## src/rtl/inst_slot_queue_pkg.sv

```systemverilog
// rtl/inst_slot_queue_pkg.sv - shared instruction type and sizing constants for the slot queue
//
// Purpose : instruction width and the inst_t type used by the queue, its
//           write mux and its handshake interface.
// Ports   : none (package).
package inst_slot_queue_pkg;

    // Instruction width; fixed for the whole fetch path, not overridden per instance.
    localparam int INST_LENGTH = 32;

    // Default number of instruction slots.
    localparam int DEFAULT_SLOT = 8;

    typedef logic [INST_LENGTH-1:0] inst_t;

endpackage

```

## src/rtl/inst_slot_queue_if.sv

```systemverilog
// rtl/inst_slot_queue_if.sv - enqueue/dequeue handshake bundle for the instruction slot queue
//
// Purpose : groups flush, the enqueue (in_*) and dequeue (out_*) handshakes and
//           the occupancy count into one bundle.
// Ports   : master - upstream/downstream side: drives flush, in_valid, in_inst,
//                    out_ready; observes in_ready, out_valid, out_inst, count.
//           slave  - the queue itself, directions reversed.
interface inst_slot_queue_if
    import inst_slot_queue_pkg::*;
#(
    parameter int SLOT = DEFAULT_SLOT
);

    localparam int CW = $clog2(SLOT) + 1;

    logic          flush;
    logic          in_valid;
    logic          in_ready;
    inst_t         in_inst;
    logic          out_valid;
    logic          out_ready;
    inst_t         out_inst;
    logic [CW-1:0] count;

    modport master (
        output flush,
        output in_valid,
        output in_inst,
        output out_ready,
        input  in_ready,
        input  out_valid,
        input  out_inst,
        input  count
    );

    modport slave (
        input  flush,
        input  in_valid,
        input  in_inst,
        input  out_ready,
        output in_ready,
        output out_valid,
        output out_inst,
        output count
    );

endinterface

```

## src/rtl/inst_slot_queue_mux_write.sv

```systemverilog
// rtl/inst_slot_queue_mux_write.sv - slot write-select mux producing the slot array next-state
//
// Purpose : every slot reloads its own value from the feedback array except the
//           one selected by sample_req, which takes data_in when write is high.
// Ports   : data_fb    in  current slot array (registered feedback)
//           data_in    in  instruction to store
//           sample_req in  index of the slot to overwrite
//           write      in  write enable for the selected slot
//           data_out   out slot array next-state
module inst_slot_queue_mux_write
    import inst_slot_queue_pkg::*;
#(
    parameter int SLOT = DEFAULT_SLOT
) (
    input  inst_t [SLOT-1:0]         data_fb,
    input  inst_t                    data_in,
    input  logic [$clog2(SLOT)-1:0]  sample_req,
    input  logic                     write,
    output inst_t [SLOT-1:0]         data_out
);

    always_comb begin
        data_out = data_fb;
        if (write) begin
            data_out[sample_req] = data_in;
        end
    end

endmodule

```

## src/rtl/inst_slot_queue.sv

```systemverilog
// rtl/inst_slot_queue.sv - circular instruction slot queue between fetch and the next stage
//
// Purpose : owns the slot storage array, write/read pointers and occupancy count;
//           drives the write mux select/enable and registers its result back as
//           the feedback array. The oldest entry is presented combinationally.
// Ports   : clk    in  system clock, rising edge
//           rst_n  in  asynchronous active-low reset
//           bus    slave modport: flush, in_valid/in_ready/in_inst,
//                  out_valid/out_ready/out_inst, count
module inst_slot_queue
    import inst_slot_queue_pkg::*;
#(
    parameter int SLOT = DEFAULT_SLOT
) (
    input  logic               clk,
    input  logic               rst_n,
    inst_slot_queue_if.slave   bus
);

    localparam int PW = $clog2(SLOT);
    localparam int CW = PW + 1;

    inst_t [SLOT-1:0] slot_q;
    inst_t [SLOT-1:0] slot_d;
    logic  [PW-1:0]   wptr_q;
    logic  [PW-1:0]   rptr_q;
    logic  [CW-1:0]   count_q;

    logic full;
    logic empty;
    logic push;
    logic pop;

    // Handshake outputs come only from the registered count, so there is no
    // combinational path from in_valid/out_ready. A full queue refuses a push
    // even when a pop happens in the same cycle.
    assign full          = (count_q == CW'(SLOT));
    assign empty         = (count_q == '0);
    assign bus.in_ready  = !full;
    assign bus.out_valid = !empty;
    assign bus.out_inst  = slot_q[rptr_q];
    assign bus.count     = count_q;

    // A flushed cycle discards both the enqueue and the dequeue.
    assign push = bus.in_valid && !full  && !bus.flush;
    assign pop  = bus.out_ready && !empty && !bus.flush;

    inst_slot_queue_mux_write #(
        .SLOT (SLOT)
    ) u_mux_write (
        .data_fb    (slot_q),
        .data_in    (bus.in_inst),
        .sample_req (wptr_q),
        .write      (push),
        .data_out   (slot_d)
    );

    // Slot contents survive a flush; only reset clears them.
    always_ff @(posedge clk or negedge rst_n) begin
        if (!rst_n) begin
            slot_q <= '0;
        end else begin
            slot_q <= slot_d;
        end
    end

    // Pointers wrap naturally since SLOT is a power of two.
    always_ff @(posedge clk or negedge rst_n) begin
        if (!rst_n) begin
            wptr_q  <= '0;
            rptr_q  <= '0;
            count_q <= '0;
        end else if (bus.flush) begin
            wptr_q  <= '0;
            rptr_q  <= '0;
            count_q <= '0;
        end else begin
            if (push) begin
                wptr_q <= wptr_q + PW'(1);
            end
            if (pop) begin
                rptr_q <= rptr_q + PW'(1);
            end
            if (push && !pop) begin
                count_q <= count_q + CW'(1);
            end else if (pop && !push) begin
                count_q <= count_q - CW'(1);
            end
        end
    end

endmodule
```

## src/flat_wrapper.sv

```systemverilog
// flat-port wrapper written by rule: the top's interface ports become plain ports
module inst_slot_queue_flat import inst_slot_queue_pkg::*;
#(
    parameter int SLOT = DEFAULT_SLOT
)
  (clk, rst_n, bus_flush, bus_in_valid, bus_in_inst, bus_out_ready, bus_in_ready, bus_out_valid, bus_out_inst, bus_count);
  inst_slot_queue_if #(.SLOT(SLOT)) bus_i ();
  input  logic clk;
  input  logic rst_n;
  input wire logic [$bits(bus_i.flush)-1:0] bus_flush;
  input wire logic [$bits(bus_i.in_valid)-1:0] bus_in_valid;
  input wire logic [$bits(bus_i.in_inst)-1:0] bus_in_inst;
  input wire logic [$bits(bus_i.out_ready)-1:0] bus_out_ready;
  output wire logic [$bits(bus_i.in_ready)-1:0] bus_in_ready;
  output wire logic [$bits(bus_i.out_valid)-1:0] bus_out_valid;
  output wire logic [$bits(bus_i.out_inst)-1:0] bus_out_inst;
  output wire logic [$bits(bus_i.count)-1:0] bus_count;
  assign bus_i.flush = bus_flush;
  assign bus_i.in_valid = bus_in_valid;
  assign bus_i.in_inst = bus_in_inst;
  assign bus_i.out_ready = bus_out_ready;
  assign bus_in_ready = bus_i.in_ready;
  assign bus_out_valid = bus_i.out_valid;
  assign bus_out_inst = bus_i.out_inst;
  assign bus_count = bus_i.count;
  inst_slot_queue #(.SLOT(SLOT)) u_core (.clk(clk), .rst_n(rst_n), .bus(bus_i));
endmodule
```

## config.mk

```make
export PLATFORM = sky130hd
export DESIGN_NAME = inst_slot_queue_flat
export DESIGN_NICKNAME = d
export VERILOG_FILES = /design/src/rtl/inst_slot_queue_pkg.sv /design/src/rtl/inst_slot_queue_if.sv /design/src/rtl/inst_slot_queue_mux_write.sv /design/src/rtl/inst_slot_queue.sv /design/src/flat_wrapper.sv
export SDC_FILE = /design/constraint.sdc
export NUM_CORES = 1
export LEC_CHECK = 0
export ABC_AREA = 0
export CAP_MARGIN = 30
export CORE_AREA = 2 2 205 207
export CTS_BUF_LIST = sky130_fd_sc_hd__clkbuf_16
export DETAILED_ROUTE_END_ITERATION = 10
export DIE_AREA = 0 0 207 209
export PLACE_DENSITY_LB_ADDON = 0.12
export SLEW_MARGIN = 20
export SYNTH_ARGS = -nofsm -noshare
export SYNTH_HDL_FRONTEND = slang
export SYNTH_HIERARCHICAL = 1
export SYNTH_SLANG_ARGS = --single-unit
```

## constraint.sdc

```tcl
create_clock -name clk -period 2.3 [get_ports clk]
set_input_delay 0.345 -clock clk [delete_from_list [all_inputs] [get_ports clk]]
set_output_delay 0.345 -clock clk [all_outputs]
set_load 0.03 [all_outputs]
```

== After elaboration in Yosys (flattened, before gate mapping) ==
Cells that the tools add are included.
Storage, ports and cells
  flip-flop bits (word level): 266
  input port bits: 37
  output and inout port bits: 38
  logic and storage cells: 47
Operators by class
  add/subtract/negate cells: 4
  magnitude comparators: 3
  eq/ne operators: 1
  muxes and demuxes: 12
  reduce and logical (&&, ||, !) cells: 16
Operator list (count)
  256-bit bitwise mux: 1
  32-bit binary-select mux with 3-bit select: 1
  32-bit demux with 3-bit select: 1
  32-bit two-way mux: 2
  3-bit two-way mux: 4
  4-bit two-way mux: 3
  3-bit by 4-bit less-than comparator with 1-bit output (second input constant): 2
  1-bit logical AND: 7
  3-bit by 1-bit adder with 3-bit output (second input constant): 2
  1-bit zero test: 5
  4-bit by 1-bit adder with 4-bit output (second input constant): 1
  4-bit == test (second input constant): 1
  4-bit zero test: 1
  2-bit nonzero test: 2
  4-bit by 1-bit subtractor with 4-bit output (second input constant): 1
  3-bit by 1-bit greater-or-equal comparator with 1-bit output (second input constant): 1
  3-bit nonzero test: 1

== Depth between registers and ports, before layout ==
Gate-level depths: netlist (run 1).
  depth in word-level cells: 9
  gate-level depth with buffers: 11
  mapped depth without buffers: 9

== Modules after synthesis ==
The synthesis (run 1) kept the hierarchy.
By module, submodules not included
  inst_slot_queue: instances 1, cells an instance 437, area each 8952.3 um^2, seq. area each 6656.4 um^2
  inst_slot_queue_mux_write: instances 1, cells an instance 295, area each 3211.8 um^2, seq. area each 0.0 um^2

== Least setup slack after synthesis (run 1) ==
No wires, ideal clock.
  path kind: flip-flop to flip-flop
  from: register u_core.count_q[0] (netlist: u_core/bus.count[0])
  to: register u_core.count_q[3] (netlist: u_core/bus.count[3])
  setup time: 132 ps
  data arrival time: 2621 ps
  data required time: 2168 ps
  slack: -452 ps
  stages on the path, launching flop included: 12
  path buffers: 2
  period minus slack after synthesis: 2752 ps
  cells stage by stage: dfrtp_1 -> buf_6 -> or4b_1 -> buf_2 -> nand2_1 -> nor2_1 -> nand2_1 -> ha_1 -> a21o_1 -> a21oi_1 -> nor3b_1 -> or3b_1
Between the ends
  elaborated cells on any way between the ends: 18
  classes of those cells: add/sub: 2; eq/ne: 1; mux: 3; reduce/logical: 12
RTL lines
  start: declaration: RTL line inst_slot_queue.sv:27  | logic [CW-1:0] count_q;
  start signal: assignment: RTL line inst_slot_queue.sv:85  | count_q <= count_q + CW'(1);
  start signal: assignment: RTL line inst_slot_queue.sv:87  | count_q <= count_q - CW'(1);
  4-bit == test (*): RTL line inst_slot_queue.sv:37  | assign full = (count_q == CW'(SLOT));
  1-bit zero test (*)
  net bus_in_ready: RTL line flat_wrapper.sv:14  | output wire logic [$bits(bus_i.in_ready)-1:0] bus_in_ready;
  1-bit logical AND (*) (2 in a row): RTL line inst_slot_queue.sv:45  | assign push = bus.in_valid && !full && !bus.flush;
  net u_core.push: RTL line inst_slot_queue.sv:31  | logic push;
  1-bit logical AND / 1-bit zero test (equally long branches): RTL line inst_slot_queue.sv:84, inst_slot_queue.sv:86
  4-bit two-way mux / 1-bit logical AND (equally long branches): RTL line inst_slot_queue.sv:84, inst_slot_queue.sv:86
  4-bit two-way mux / 3-bit nonzero test (equally long branches)
Mark *: on every way through the listed nets, which the timed path passes. The rest lies on a longest branch. The select of a mux whose other input is x is not followed.
A chain may end at the register's enable or synchronous reset.

== Worst setup path after layout (run 1) ==
  from: register u_core.rptr_q[0]
  to: output bus_out_inst[18]
Between the ends
  word-level cells in the longest chain between the ends: 2
RTL lines
  start: declaration: RTL line inst_slot_queue.sv:26  | logic [PW-1:0] rptr_q;
  start signal: assignment: RTL line inst_slot_queue.sv:82  | rptr_q <= rptr_q + PW'(1);
  32-bit binary-select mux with 3-bit select: RTL line inst_slot_queue.sv:41  | assign bus.out_inst = slot_q[rptr_q];
  32-bit two-way mux (not written as such): RTL line inst_slot_queue.sv:41
  end: declaration: RTL line flat_wrapper.sv:16  | output wire logic [$bits(bus_i.out_inst)-1:0] bus_out_inst;
No other way between the ends. The select of a mux whose other input is x is not followed.

==> summary.txt, run 1 <==
Outcome
  • Status: finished with violations
  • Failing checks: setup timing

Worst setup path
  • Path depth of the worst reg2reg path: 9
  • FF-to-FF End: u_core/bus.count[3]$_DFFE_PN0P_
  • Crit Path Category: flop to output pin
  • Worst Path Required: 1960 ps
  • Worst Path Arrival: 2310 ps
  • CP Max Fanout: 5
  • Startpoint types: flop
  • R2r setup slk: -30 ps
  • Critical Path End Type: output pin
  • RR Startpoint: u_core/bus.count[0]$_DFFE_PN0P_

Floorplan
  • # rows: 75
  • Initial Utilization: 29.5%
  • Chip Width: 207 um
  • Die Ht: 209 um
  • Area of the core: 41300 um2
  • Ports: 75
  • Die area: 43300 um2

Worst hold path
  • Worst min-delay path category: input pin to async pin

GRT
  • First-pass GRT wire length: 50.7 mm
  • Largest net degree at the start of global routing: 81
  • Total gr overflow: 0
  • Vias in the first global route: 8084
  • GRT Util Overall: 15.2%
  • Initial antenna violation count: 1

CTS
  • TritonCTS Sinks: 266
  • Worst skew pair latency: 540 ps
  • # H-tree levels: 2
  • CTS buffer count: 35
  • Root buf cell: clkbuf_16
  • CTS tree: yes
  • Reg clk slew, reported paths: 60 ps
  • Max Root-Sink Buffers: 3

Drt
  • Vias per cell: 4.85
  • DR pass1 iterations: 4
  • Initial drt markers: 295
  • Routed wire length: 31.7 mm
  • DR vias: 6898
  • WL/cell: 22.3 um
  • Residual DRC: 0
  • Antenna Violating Nets Remaining: 0

Synthesis
  • Post-Syn Instances: 732
  • Syn Nets: 774
  • Syn avg cell area: 16.6 um2
  • Post-synthesis sequential area ratio: 54.7%
  • Ys async rst share: 100%
  • #FFs+latches synth: 266
  • Most used flip-flop cell after synthesis: dfrtp_1
  • Netlist Area Pre-Place: 12200 um2
  • Synth warnings: 6
  • Distinct cells, synth: 39
  • Number of synthesized flops with an enable pin: 0

STA
  • Fin. max-slew vios: 0
  • RSZ-0062 raised after global routing: true
  • Final Hold Viols: 0
  • Clk_skew: 22.2 ps
  • Tmin final: 2650 ps
  • Setup TNS: -8940 ps
  • Fin crit share: 115%
  • Worst setup margin: -351 ps
  • Final Setup Violations: 33
  • Highest clock rate: 377 MHz
  • Relative slew margins: 65.8%
  • Worst slew pin tran: 513 ps

Power
  • Peak VDD IR: 0.539 mV
  • Pwr per Cell Area: 1210 nW/um2
  • Leak Pwr: 0.00745 uW

Finish
  • Ant diodes: 0
  • Area Growth Syn to Fin: 31.5%
  • Layout Utilization: 38.7%
  • Filler cell count: 3780
  • Layout cells sized above 1: 58.9%
  • Layout Nets: 902

Placement
  • DP HPWL: 18.7 mm
  • Gpl congestion: 0.707
  • I/O Buffers: 74

Job
  • MaxCap Viol Count: 0
kinds of logic (layout without fill, tap and decap cells):
group	after synthesis	in the layout	share of synthesized area, %
xor+xnor	6	6	0.432
mux	355	355	38.8
simple gates	33	33	1.81
flops	266	266	54.7
compound gates	12	12	0.874
fa+ha+maj	5	5	0.576
buf+inv	55	207	2.83
through the flow:
stage          cell area, um2  hold slack (ps)  std cells  setup WS (ps)  total power [uW]
6_report                16000              339       1423           -351             19400
5_1_grt                 16000              385       1423           -449             20400
4_1_cts                 16000              349       1425           -522             19800
3_5_place_dp            14500              340       1340           -225             13500
3_3_place_gp            14500              310       1340           -224             13400
2_1_floorplan           12800             49.4        732           -294             11000
synthesized netlist by cell type (all sizes together) (4+ instances only):
| cell | instances | area (um2) |
|---|---|---|
| mux2 | 288 | 3240 |
| dfrtp | 266 | 6660 |
| mux4 | 64 | 1440 |
| buf | 39 | 284 |
| clkbuf | 14 | 52.6 |
| nor2 | 9 | 33.8 |
| a21oi | 4 | 20.0 |
| ha | 4 | 50.1 |
| nand2 | 4 | 15.0 |
critical path: stages, from the launching register on:
cell     delay, ps
dfrtp_4        510
buf_12         150
buf_12         130
buf_4          140
mux4_2         420
mux2_4         280
buf_6          140
flip-flops by register name, summed over array words and instances (netlist names):
name and count:
u_core/bus.count 4, u_core/slot_q 256, u_core/rptr_q 3, u_core/wptr_q 3
where the power goes:
part | switching (uW) | total (uW) | leakage, uW | internal [uW]
logic | 3370 | 7880 | 0.00339 | 4520
registers | 645 | 6510 | 0.00352 | 5870
clock network | 2090 | 4970 | 0.000538 | 2880
cell type report:
cell class,count,area (um2),share of cell area [%]
clock buffers,35,876,5.47
clock inverters,26,165,1.03
inverters,2,7.51,0.0469
multi-input cells,411,5870,36.7
flip-flops and latches,266,6670,41.7
well taps,539,674,4.22
repair buffers,144,1740,10.9
worst max-delay path by stage:
stage / end / start / cells past startpoint
3_3_place_gp: bus_out_inst[15] / u_core/rptr_q[0]$_DFFE_PN0P_ / 4
6_report: bus_out_inst[18] / u_core/rptr_q[0]$_DFFE_PN0P_ / 6
4_1_cts: bus_out_inst[10] / u_core/rptr_q[0]$_DFFE_PN0P_ / 7
3_5_place_dp: bus_out_inst[15] / u_core/rptr_q[0]$_DFFE_PN0P_ / 4
2_1_floorplan: u_core/bus.count[3]$_DFFE_PN0P_ / u_core/bus.count[0]$_DFFE_PN0P_ / 11
5_1_grt: bus_out_inst[10] / u_core/rptr_q[0]$_DFFE_PN0P_ / 6
what timing repair did:
| action | CTS | global route |
|---|---|---|
| pin swaps | 7 | 7 |
| gates cloned | 3 | 0 |
| buffers inserted | 20 | 5 |
| hold buffers | 1 | 0 |
| endpoints found under the hold margin | 58 | 0 |
| setup endpoints to repair | 50 | 46 |
| gates resized for setup | 261 | 20 |
layer usage:
metal,vias to the layer above,global-route usage [%],wire [um]
met2,110,25.3,15900
li1,2998,-,-
met1,3750,20.4,14100
met5,-,0,16
met3,38,3.23,1170
met4,2,3.62,495
cells in the final DEF (no fill, tap or decap), types with 2 or more instances in the layout:
cell type          n
a211oi_1           2
clkinv_8           2
mux2_4           160
clkinv_2           9
mux4_2            64
buf_2              2
nand4b_1           3
buf_4             27
buf_12            29
nand3_1            3
clkinv_1           8
and4bb_2           2
dfrtp_4            2
nand2_1            2
dfrtp_1          261
xor2_1             3
dfrtp_2            3
clkdlybuf4s50_1   39
ha_4               2
buf_6             41
nor2_1             8
mux2i_1            3
mux2_2           124
mux2_1             4
xnor2_1            3
a21oi_1            3
inv_1              7
clkbuf_16         35
ha_1               2
buf_8              4
(Power assumes the default switching activity.)
==> run 2: changes to the inputs <==
--- a/config.mk
+++ b/config.mk
@@ -6,7 +6,6 @@
 export NUM_CORES = 1
 export LEC_CHECK = 0
 export ABC_AREA = 0
-export CAP_MARGIN = 30
 export CORE_AREA = 2 2 205 207
 export CTS_BUF_LIST = sky130_fd_sc_hd__clkbuf_16
 export DETAILED_ROUTE_END_ITERATION = 10
==> results of run 2 <==
No change in the layout: final DEF, timing and power equal those of run 1.
==> run 3: changes to the inputs <==
--- a/config.mk
+++ b/config.mk
@@ -11,6 +11,7 @@
 export DETAILED_ROUTE_END_ITERATION = 10
 export DIE_AREA = 0 0 207 209
 export PLACE_DENSITY_LB_ADDON = 0.12
+export SKIP_LAST_GASP = 1
 export SLEW_MARGIN = 20
 export SYNTH_ARGS = -nofsm -noshare
 export SYNTH_HDL_FRONTEND = slang
==> constraint.sdc (replaced) <==
create_clock -name clk -period 2.5 [get_ports clk]
set_input_delay 0.375 -clock clk [delete_from_list [all_inputs] [get_ports clk]]
set_output_delay 0.375 -clock clk [all_outputs]
set_load 0.03 [all_outputs]
==> summary.txt, run 3 (same netlist as run 1, synthesis figures left out) <==
Outcome
  • Status: finished with violations (unchanged)
  • Failing checks: setup timing (unchanged)

Finish
  • Layout cells sized above 1: 55.9% (was 58.9%)
  • Commonest non-fill, non-tap cell in the layout: dfrtp_1 (unchanged)
  • Ant diodes: 0 (unchanged)
  • Max FFs per register: 256 (unchanged)
  • Layout Nets: 897 (was 902)
  • Filler cell count: 3880 (was 3780)
  • Layout Utilization: 37.1% (was 38.7%)
  • Top reg by flops: u_core/slot_q (unchanged)
  • Commonest non-fill, non-tap cells in the layout: dfrtp_1, mux2_2, mux4_2 (was dfrtp_1, mux2_4, mux2_2)
  • Area Growth Syn to Fin: 26.0% (was 31.5%)

Floorplan
  • # rows: 75 (unchanged)
  • Initial Utilization: 29.5% (unchanged)
  • Area of the core: 41300 um2 (unchanged)
  • Die area: 43300 um2 (unchanged)
  • Ports: 75 (unchanged)
  • Chip Width: 207 um (unchanged)
  • Die Ht: 209 um (unchanged)

Power
  • Peak VDD IR: 0.594 mV (was 0.539 mV)
  • Pwr per Cell Area: 1110 nW/um2 (was 1210 nW/um2)
  • Tot Pwr: 17100 uW (was 19400 uW)
  • Leak Pwr: 0.00693 uW (was 0.00745 uW)

STA
  • Clk_skew: 4.69 ps (was 22.2 ps)
  • Tmin final: 2700 ps
  • Relative slew margins: 51.0% (was 65.8%)
  • Final Setup Violations: 32 (was 33)
  • Worst setup margin: -196 ps (was -351 ps)
  • Highest clock rate: 371 MHz
  • Worst slew pin tran: 735 ps (was 513 ps)
  • Fin crit share: 108%
  • Setup TNS: -4580 ps (was -8940 ps)
  • Fin Hold WS: 431 ps (was 339 ps)
  • RSZ-0062 raised after global routing: true (unchanged)
  • Fin. max-slew vios: 0 (unchanged)
  • Final Hold Viols: 0 (unchanged)

Placement
  • Gpl congestion: 0.729 (was 0.707)
  • I/O Buffers: 74 (unchanged)
  • DP HPWL: 18.2 mm (was 18.7 mm)
  • Setup WS pre-CTS: -63.7 ps (was -225 ps)

Drt
  • DR vias: 6857 (was 6898)
  • Vias per cell: 4.84 (was 4.85)
  • DR pass1 iterations: 4 (unchanged)
  • Residual DRC: 0 (unchanged)
  • Antenna Violating Nets Remaining: 0 (unchanged)
  • Initial drt markers: 274 (was 295)
  • Routed wire length: 30.7 mm (was 31.7 mm)
  • WL/cell: 21.6 um (was 22.3 um)

CTS
  • CTS buffer count: 31 (was 35)
  • Max Root-Sink Buffers: 3 (unchanged)
  • Worst skew pair latency: 550 ps (was 540 ps)
  • Root buf cell: clkbuf_16 (unchanged)
  • # H-tree levels: 1 (was 2)
  • TritonCTS Sinks: 266 (unchanged)
  • CTS tree: yes (unchanged)
  • Reg clk slew, reported paths: 60 ps (about the same)

GRT
  • GRT Util Overall: 14.2% (was 15.2%)
  • Total gr overflow: 0 (unchanged)
  • Initial antenna violation count: 0 (was 1)
  • Vias in the first global route: 7876 (was 8084)
  • Largest net degree at the start of global routing: 88 (was 81)
  • First-pass GRT wire length: 47.8 mm (was 50.7 mm)

Worst setup path
  • Crit Path Category: flop to output pin (unchanged)
  • Critical path's slowest cell: dfrtp_4 (unchanged)
  • Most common cell on crit path: buf_12 (unchanged)
  • CP Max Fanout: 6 (was 5)
  • Critical Path End Type: output pin (unchanged)
  • Worst Path Required: 2120 ps (was 1960 ps)
  • Worst Path Arrival: 2320 ps (was 2310 ps)
  • Worst path cell trace: buf_12 -> buf_12 -> buf_12 -> mux4_2 -> mux2_4 -> buf_6 (was buf_12 -> buf_12 -> buf_4 -> mux4_2 -> mux2_4 -> buf_6)
  • Startpoint types: flop (unchanged)
  • Max incr delay on CP: 500 ps (was 510 ps)

Job
  • MaxCap Viol Count: 0 (unchanged)

Worst hold path
  • Worst min-delay path category: input pin to async pin (unchanged)
## run 3: stage by stage
step | cell area, um2 | cells
2_1_floorplan | 12200 | 732
3_3_place_gp | 13900 | 1337
3_5_place_dp | 13900 | 1337
4_1_cts | 15100 | 1411
5_1_grt | 15300 | 1416
6_report | 15300 | 1416
## run 3: layout make-up
cell class	count	area [um2]	share of cell area, %
well taps	539	674	4.40
flip-flops and latches	266	6670	43.5
clock inverters	24	120	0.784
repair buffers	143	1780	11.6
multi-input cells	411	5300	34.6
clock buffers	31	776	5.06
inverters	2	7.51	0.0490
## run 3: final timing paths
kind / startpoint / to / slack [ps] / cells past startpoint
setup / recovery: u_core/rptr_q[0]$_DFFE_PN0P_ / bus_out_inst[29] / -200 / 6
hold / removal: rst_n / u_core/slot_q[120]$_DFF_PN0_ / 430 / 2
setup reg to reg: u_core/bus.count[0]$_DFFE_PN0P_ / u_core/bus.count[3]$_DFFE_PN0P_ / 100 / 9
hold reg to reg: u_core/slot_q[83]$_DFF_PN0_ / u_core/slot_q[83]$_DFF_PN0_ / 480 / 1
max in group asynchronous: rst_n / u_core/slot_q[42]$_DFF_PN0_ / 1350 / 3
min in group clk: u_core/slot_q[83]$_DFF_PN0_ / u_core/slot_q[83]$_DFF_PN0_ / 480 / 1
## run 3: routing by layer
layer / GRT usage, % / part of all wire, % / wire length (um)
met5: 0 / 0 / 0
met4: 3.55 / 1.8 / 560
met3: 2.51 / 3.5 / 1080
met2: 23.4 / 49 / 15000
met1: 19.5 / 46 / 14000
## run 3: where the power goes
group	leakage, uW	internal (uW)	switching (uW)
combinational	0.00294	4000	3080
sequential	0.00352	5390	567
clock	0.000481	2310	1700
total	0.00693	11700	5350
## run 3: timing repair
item / in CTS / in global routing
hold endpoints to repair: 80 / 0
setup endpoints to repair: 34 / 33
resized for setup: 185 / 78
setup buffers: 16 / 5
cloned: 2 / 2
hold buffers: 1 / 0
## run 3: critical path, delay by kind of cell, from the launching register on
| family | cells | cell delay, ps |
|---|---|---|
| flip-flops | 1 | 500 |
| buffers and inverters | 4 | 550 |
| multiplexers | 2 | 690 |
